$ cat src/rtl/fb_arbiter_if.sv
// Port bundle between the framebuffer arbiter, the display pipeline,
// the host pixel writer and the block RAM.
//
// Host write handshake: a transfer happens at every rising clk edge where
// wr_valid && wr_ready are both high. The writer holds wr_x/wr_y/wr_data
// stable while wr_valid is high and wr_ready is low; wr_ready never depends
// on wr_valid, so the writer may wait for it before raising wr_valid.
interface fb_arbiter_if;
  logic        disp_req;
  logic [9:0]  disp_col;
  logic [9:0]  disp_row;
  logic [7:0]  disp_color;
  logic        wr_valid;
  logic        wr_ready;
  logic [9:0]  wr_x;
  logic [9:0]  wr_y;
  logic [7:0]  wr_data;
  logic        wr_drop;
  logic        mem_en;
  logic        mem_we;
  logic [18:0] mem_addr;
  logic [7:0]  mem_wdata;
  logic [7:0]  mem_rdata;
  logic        clr_flags;
  logic        disp_ovr;
  logic [1:0]  dbg_state;

  modport slave (
    input  disp_req, disp_col, disp_row, wr_valid, wr_x, wr_y, wr_data,
           mem_rdata, clr_flags,
    output disp_color, wr_ready, wr_drop, mem_en, mem_we, mem_addr,
           mem_wdata, disp_ovr, dbg_state
  );

  modport master (
    output disp_req, disp_col, disp_row, wr_valid, wr_x, wr_y, wr_data,
           mem_rdata, clr_flags,
    input  disp_color, wr_ready, wr_drop, mem_en, mem_we, mem_addr,
           mem_wdata, disp_ovr, dbg_state
  );
endinterface

$ cat src/rtl/fb_arbiter.sv
// Framebuffer port arbiter: display fetches own the RAM port in their read
// cycle; buffered host writes take every other cycle. dbg_state shows the
// fetch FSM state.
module fb_arbiter #(
  parameter int H_OFS = 48,
  parameter int V_OFS = 33,
  parameter int H_ACT = 640,
  parameter int V_ACT = 480
) (
  input  logic        clk,
  input  logic        rst,
  fb_arbiter_if.slave bus
);
  localparam logic [9:0] H_OFS_W = 10'(H_OFS);
  localparam logic [9:0] V_OFS_W = 10'(V_OFS);
  localparam logic [9:0] H_ACT_W = 10'(H_ACT);
  localparam logic [9:0] V_ACT_W = 10'(V_ACT);

  typedef enum logic [1:0] {
    IDLE = 2'd0,
    ADDR = 2'd1,
    RD   = 2'd2,
    CAP  = 2'd3
  } state_t;

  state_t      state;
  logic [9:0]  fetch_x;
  logic [9:0]  fetch_y;
  logic        in_frame;
  logic [9:0]  req_x;
  logic [9:0]  req_y;
  logic [18:0] fetch_addr;
  logic [18:0] push_addr;

  logic [26:0] fifo_mem [4];
  logic [1:0]  wr_ptr;
  logic [1:0]  rd_ptr;
  logic [2:0]  count;
  logic        wr_fire;
  logic        wr_in_range;
  logic        push;
  logic        pop;

  // y*640 + x without a multiplier.
  function automatic logic [18:0] pix_addr(input logic [9:0] x, input logic [9:0] y);
    return ({9'd0, y} << 9) + ({9'd0, y} << 7) + {9'd0, x};
  endfunction

  assign req_x       = bus.disp_col - H_OFS_W;
  assign req_y       = bus.disp_row - V_OFS_W;
  assign fetch_addr  = pix_addr(fetch_x, fetch_y);
  assign push_addr   = pix_addr(bus.wr_x, bus.wr_y);

  assign wr_in_range = (bus.wr_x < H_ACT_W) && (bus.wr_y < V_ACT_W);
  assign bus.wr_ready = (count != 3'd4);
  assign wr_fire     = bus.wr_valid && bus.wr_ready;
  assign push        = wr_fire && wr_in_range;
  // Only ADDR leads into RD, so every other edge may carry a write.
  assign pop         = (state != ADDR) && (count != 3'd0);
  assign bus.dbg_state = state;

  // FIFO pointers and occupancy; a full FIFO refuses pushes even when popping.
  always_ff @(posedge clk or posedge rst) begin
    if (rst) begin
      wr_ptr <= 2'd0;
      rd_ptr <= 2'd0;
      count  <= 3'd0;
    end else begin
      if (push) wr_ptr <= wr_ptr + 2'd1;
      if (pop)  rd_ptr <= rd_ptr + 2'd1;
      case ({push, pop})
        2'b10:   count <= count + 3'd1;
        2'b01:   count <= count - 3'd1;
        default: ;
      endcase
    end
  end

  // FIFO storage: address is resolved at push time.
  always_ff @(posedge clk) begin
    if (push) fifo_mem[wr_ptr] <= {push_addr, bus.wr_data};
  end

  // Fetch FSM plus registered RAM port, color, drop pulse and overrun flag.
  always_ff @(posedge clk or posedge rst) begin
    if (rst) begin
      state          <= IDLE;
      fetch_x        <= 10'd0;
      fetch_y        <= 10'd0;
      in_frame       <= 1'b0;
      bus.disp_color <= 8'd0;
      bus.mem_en     <= 1'b0;
      bus.mem_we     <= 1'b0;
      bus.mem_addr   <= 19'd0;
      bus.mem_wdata  <= 8'd0;
      bus.wr_drop    <= 1'b0;
      bus.disp_ovr   <= 1'b0;
    end else begin
      case (state)
        IDLE: begin
          if (bus.disp_req) begin
            state    <= ADDR;
            fetch_x  <= req_x;
            fetch_y  <= req_y;
            in_frame <= (req_x < H_ACT_W) && (req_y < V_ACT_W);
          end
        end
        ADDR: state <= RD;
        RD:   state <= CAP;
        CAP: begin
          state          <= IDLE;
          bus.disp_color <= in_frame ? bus.mem_rdata : 8'd0;
        end
        default: state <= IDLE;
      endcase

      // The RD cycle belongs to the display even when the pixel is off-frame.
      if (state == ADDR) begin
        bus.mem_en   <= in_frame;
        bus.mem_we   <= 1'b0;
        bus.mem_addr <= fetch_addr;
      end else if (pop) begin
        bus.mem_en    <= 1'b1;
        bus.mem_we    <= 1'b1;
        bus.mem_addr  <= fifo_mem[rd_ptr][26:8];
        bus.mem_wdata <= fifo_mem[rd_ptr][7:0];
      end else begin
        bus.mem_en <= 1'b0;
        bus.mem_we <= 1'b0;
      end

      bus.wr_drop <= wr_fire && !wr_in_range;

      // A new overrun wins over a simultaneous clear.
      if (bus.disp_req && (state != IDLE)) bus.disp_ovr <= 1'b1;
      else if (bus.clr_flags)              bus.disp_ovr <= 1'b0;
    end
  end
endmodule

$ cat src/flat_wrapper.sv
// flat-port wrapper written by rule: the top's interface ports become plain ports
module fb_arbiter_flat 
#(
  parameter int H_OFS = 48,
  parameter int V_OFS = 33,
  parameter int H_ACT = 640,
  parameter int V_ACT = 480
)
  (clk, rst, bus_disp_req, bus_disp_col, bus_disp_row, bus_wr_valid, bus_wr_x, bus_wr_y, bus_wr_data, bus_mem_rdata, bus_clr_flags, bus_disp_color, bus_wr_ready, bus_wr_drop, bus_mem_en, bus_mem_we, bus_mem_addr, bus_mem_wdata, bus_disp_ovr, bus_dbg_state);
  fb_arbiter_if bus_i ();
  input  logic clk;
  input  logic rst;
  input wire logic [$bits(bus_i.disp_req)-1:0] bus_disp_req;
  input wire logic [$bits(bus_i.disp_col)-1:0] bus_disp_col;
  input wire logic [$bits(bus_i.disp_row)-1:0] bus_disp_row;
  input wire logic [$bits(bus_i.wr_valid)-1:0] bus_wr_valid;
  input wire logic [$bits(bus_i.wr_x)-1:0] bus_wr_x;
  input wire logic [$bits(bus_i.wr_y)-1:0] bus_wr_y;
  input wire logic [$bits(bus_i.wr_data)-1:0] bus_wr_data;
  input wire logic [$bits(bus_i.mem_rdata)-1:0] bus_mem_rdata;
  input wire logic [$bits(bus_i.clr_flags)-1:0] bus_clr_flags;
  output wire logic [$bits(bus_i.disp_color)-1:0] bus_disp_color;
  output wire logic [$bits(bus_i.wr_ready)-1:0] bus_wr_ready;
  output wire logic [$bits(bus_i.wr_drop)-1:0] bus_wr_drop;
  output wire logic [$bits(bus_i.mem_en)-1:0] bus_mem_en;
  output wire logic [$bits(bus_i.mem_we)-1:0] bus_mem_we;
  output wire logic [$bits(bus_i.mem_addr)-1:0] bus_mem_addr;
  output wire logic [$bits(bus_i.mem_wdata)-1:0] bus_mem_wdata;
  output wire logic [$bits(bus_i.disp_ovr)-1:0] bus_disp_ovr;
  output wire logic [$bits(bus_i.dbg_state)-1:0] bus_dbg_state;
  assign bus_i.disp_req = bus_disp_req;
  assign bus_i.disp_col = bus_disp_col;
  assign bus_i.disp_row = bus_disp_row;
  assign bus_i.wr_valid = bus_wr_valid;
  assign bus_i.wr_x = bus_wr_x;
  assign bus_i.wr_y = bus_wr_y;
  assign bus_i.wr_data = bus_wr_data;
  assign bus_i.mem_rdata = bus_mem_rdata;
  assign bus_i.clr_flags = bus_clr_flags;
  assign bus_disp_color = bus_i.disp_color;
  assign bus_wr_ready = bus_i.wr_ready;
  assign bus_wr_drop = bus_i.wr_drop;
  assign bus_mem_en = bus_i.mem_en;
  assign bus_mem_we = bus_i.mem_we;
  assign bus_mem_addr = bus_i.mem_addr;
  assign bus_mem_wdata = bus_i.mem_wdata;
  assign bus_disp_ovr = bus_i.disp_ovr;
  assign bus_dbg_state = bus_i.dbg_state;
  fb_arbiter #(.H_OFS(H_OFS), .V_OFS(V_OFS), .H_ACT(H_ACT), .V_ACT(V_ACT)) u_core (.clk(clk), .rst(rst), .bus(bus_i));
endmodule
$ cat config.mk
export PLATFORM = sky130hd
export DESIGN_NAME = fb_arbiter_flat
export DESIGN_NICKNAME = d
export VERILOG_FILES = /design/src/rtl/fb_arbiter_if.sv /design/src/rtl/fb_arbiter.sv /design/src/flat_wrapper.sv
export SDC_FILE = /design/constraint.sdc
export NUM_CORES = 1
export LEC_CHECK = 0
export CELL_PAD_IN_SITES_DETAIL_PLACEMENT = 1
export CELL_PAD_IN_SITES_GLOBAL_PLACEMENT = 2
export CORE_MARGIN = 2
export CORE_UTILIZATION = 39
export DETAILED_ROUTE_END_ITERATION = 8
export PLACE_DENSITY_LB_ADDON = 0.1
export SLEW_MARGIN = 5
export SYNTH_ARGS = -nofsm -noshare
export SYNTH_HDL_FRONTEND = slang
export SYNTH_SLANG_ARGS = --single-unit
export TNS_END_PERCENT = 5
$ cat constraint.sdc
create_clock -name clk -period 2.8 [get_ports clk]
set_input_delay 0.56 -clock clk [delete_from_list [all_inputs] [get_ports clk]]
set_output_delay 0.56 -clock clk [all_outputs]
set_load 0.005 [all_outputs]
==> flow_metrics.env <==
export IMPL_finalSetupViolCount=0
export IMPL_status="completed"
export IMPL_core_area_um2=21000
export IMPL_start_kind="input pin"
export IMPL_tightest_slew_ns=0.876
export IMPL_syn_to_final_growth_pct=29.5
export IMPL_drive_gt1_share_pct=19.0
export IMPL_synth_nets=714
export IMPL_post_route_drc_count=0
export IMPL_cts_htree_levels=4
export IMPL_regToRegSetupSlack_ns=0.12
export IMPL_final_common_cell="edfxtp_1"
export IMPL_initial_utilization_pct=39.7
export IMPL_clk_latency_ns=0.43
export IMPL_yosys_warnings=0
export IMPL_wl_um=18000
export IMPL_grt_start_max_net_pins=43
export IMPL_synth_area_leaders="edfxtp_1, dfrtp_1, ha_1"
export IMPL_critical_path_slowest_cell="clkdlybuf4s50_1"
export IMPL_wl_per_cell_um=17.4
export IMPL_slew_viol_final=0
export IMPL_ys_seq_area_share_pct=59.7
export IMPL_path_clk_slew_ns=0.08
export IMPL_cts_tree="yes"
export IMPL_preCtsSetupSlack_ns=-0.701
export IMPL_crit_path_end_kind="register"
export IMPL_grt_pass1_vias=5686
export IMPL_crit_fanout=4
export IMPL_r2r_start="u_core.fetch_y[2]$_DFFE_PP0P_"
export IMPL_hold_violations=0
export IMPL_grt_setup_unrepaired="true"
export IMPL_worstPathRequired_ns=2.96
export IMPL_dpl_cell_count=1004
export IMPL_io_buffers=102
export IMPL_synth_area_leader_cell="edfxtp_1"
export IMPL_die_h_um=150
export IMPL_netlist_area_um2=8320
export IMPL_layout_common_cells="edfxtp_1, clkdlybuf4s50_1, dfrtp_1, nand2_1, ha_1"
export IMPL_drt_pre_antenna_iters=4
export IMPL_fin_skew_ns=0.0134
export IMPL_criticalPathCategory="input pin to register"
export IMPL_hpwlAfterDp_um=13100
export IMPL_vias_per_cell=5.07
export IMPL_p_leak_nw=4.27
export IMPL_hold_path_class="input pin to register"
export IMPL_peakVddDrop_mv=0.492
export IMPL_grt_antenna_before_repair=0
export IMPL_num_rows=53
export IMPL_fillCellCount=2108
export IMPL_hp_start="bus_wr_x[9]"
export IMPL_hold_path_depth=3
export IMPL_reg2reg_depth=10
export IMPL_synth_flop_cell="edfxtp_1"
export IMPL_worstPathArrival_ns=2.84
export IMPL_clockBufferDepth=2
export IMPL_syn_area_per_cell_um2=13.9
export IMPL_drt_iter0_drc=165
export IMPL_min_period_ns=2.68
export IMPL_place_gp_congestion=0.750
export IMPL_layout_cells_non_filler=1037
export IMPL_ant_nets=0
export IMPL_overflow=0
export IMPL_maxCapViolCount=0
export IMPL_layout_nets=864
export IMPL_crit_family="buffers and inverters"
export IMPL_max_slew_margin_pct=41.5
export IMPL_die_w_um=150
export IMPL_grt_pass1_wl_um=29300
export IMPL_syn_inst=599
export IMPL_synth_top_area_share_pct=39.0
export IMPL_fin_ws_ns=0.119
export IMPL_path_buf_inv=3
export IMPL_num_antenna_cells=0
export IMPL_num_io_pins=103
export IMPL_min_to="u_core.bus.wr_drop$_DFF_PP0_"
export IMPL_finalCritPeriodShare_pct=95.8
export IMPL_groute_usage_overall_pct=16.8
export IMPL_die_area_um2=22500
export IMPL_cts_made_buffers=17
export IMPL_multiInputGateArea_um2=3210
export IMPL_synthArstFlopShare_pct=39.0
export IMPL_clock_sinks=177
export IMPL_ys_seq_elements=177
export IMPL_synth_edf_count=108
export IMPL_dr_total_vias=5259
export IMPL_post_synth_num_cell_types=55
export IMPL_cp_slowest_stage_delay_ns=0.49
export IMPL_r2r_end="u_core.bus.mem_addr[17]$_DFFE_PP0P_"
export IMPL_cts_root_buf="clkbuf_16"
export IMPL_whs_ns=0.490
export IMPL_max_freq_mhz=373
export IMPL_seq_area_um2=4970
export IMPL_p_per_area_nw_per_um2=993
export IMPL_worstPathCellList="clkdlybuf4s50_1, ha_1, ha_1, inv_1, fa_2, nor2b_2, o31a_1, buf_4, o21ai_0, nor2b_2, xnor2_2"
==> flip-flops by register name, indices dropped and copies added, names as in the netlist <==
register / cells
u_core.fetch_y: 10
u_core.rd_ptr: 2
u_core.fetch_x: 10
u_core.bus.disp_ovr: 1
u_core.wr_ptr: 2
u_core.bus.dbg_state: 2
u_core.fifo_mem: 108
u_core.in_frame: 1
u_core.bus.mem_en: 1
u_core.bus.mem_addr: 19
u_core.bus.mem_wdata: 8
u_core.count: 3
u_core.bus.wr_drop: 1
u_core.bus.disp_color: 8
u_core.bus.mem_we: 1
==> layer usage <==
layer,routed length (um),GRT usage [%],vias to the layer above
li1,-,-,2532
met1,8060,21.4,2618
met2,9160,29.6,91
met3,623,3.11,18
met4,200,4.34,0
met5,0,0,-
==> worst max-delay path by stage <==
stage,to,from,slack (ns),cells after the start
finish,u_core.fifo_mem[1][22]$_DFFE_PP_,bus_wr_y[1],0.12,11
global route,u_core.fifo_mem[0][24]$_DFFE_PP_,bus_wr_y[1],-0.04,11
CTS,u_core.fifo_mem[0][26]$_DFFE_PP_,bus_wr_x[9],-0.04,9
detailed placement,u_core.fifo_mem[1][23]$_DFFE_PP_,bus_wr_y[0],-0.70,10
global placement,u_core.fifo_mem[0][23]$_DFFE_PP_,bus_wr_y[0],-0.60,10
floorplan,u_core.fifo_mem[0][23]$_DFFE_PP_,bus_wr_y[0],0.04,9
==> cells in the mapped netlist (all sizes together) (10+ instances only) <==
| library cell | n |
|---|---|
| o21ai | 47 |
| xnor2 | 14 |
| nor2 | 17 |
| mux2i | 18 |
| dfrtp | 69 |
| a21oi | 21 |
| inv | 40 |
| clkbuf | 14 |
| ha | 49 |
| mux2 | 14 |
| a21o | 10 |
| nand2 | 48 |
| xor2 | 13 |
| edfxtp | 108 |
| nor3 | 10 |
| mux4 | 27 |
==> report_power, final <==
part	leakage (nW)	switching [mW]	internal (mW)
combinational	2.14	2.04	2.27
clock	0.314	1.24	1.27
sequential	1.81	0.433	3.45
total	4.27	3.71	6.99
==> repair_timing <==
item / 4_1_cts / 5_1_grt
gates resized for setup: 12 / 12
setup buffers: 0 / 1
pin swaps: 5 / 11
hold buffers: 0 / 0
endpoints found under the hold margin: 0 / 0
endpoints found under the setup margin: 20 / 22
==> logic make-up after synthesis <==
family,Yosys count,share of synthesized area (%)
AND/OR/NAND/NOR,109,6.32
multiplexers,59,11.4
XOR/XNOR,27,2.84
flip-flops,177,59.7
AO/OA/AOI/OAI,113,8.33
adder cells (fa/ha/maj),54,8.57
buffers and inverters,60,2.83
==> tightest hold or removal path, stage by stage <==
cell,delay [ns]
dlymetal6s2s_1,0.13
o21ai_0,0.12
a21oi_1,0.08
==> layout make-up <==
type,instances,area share (%)
timing repair buffer,151,13.4
tap,275,3.19
multi-input combinational,362,29.8
clock buffer,17,3.95
clock inverter,15,2.10
inverter,40,1.39
sequential,177,46.1
==> stage by stage <==
stage               TNS [ns]  power, mW  util [%]  instance area (um^2)
CTS                   -0.395       10.8      51.2                 10700
finish                     0       10.7      51.4                 10800
detailed placement    -15.05       8.25      47.8                 10000
floorplan                  0       6.50         -                  8320
global route          -0.168       11.5      51.4                 10800
global placement      -11.58       8.09      47.8                 10000
No activity file was read; power rests on OpenSTA's default activity.
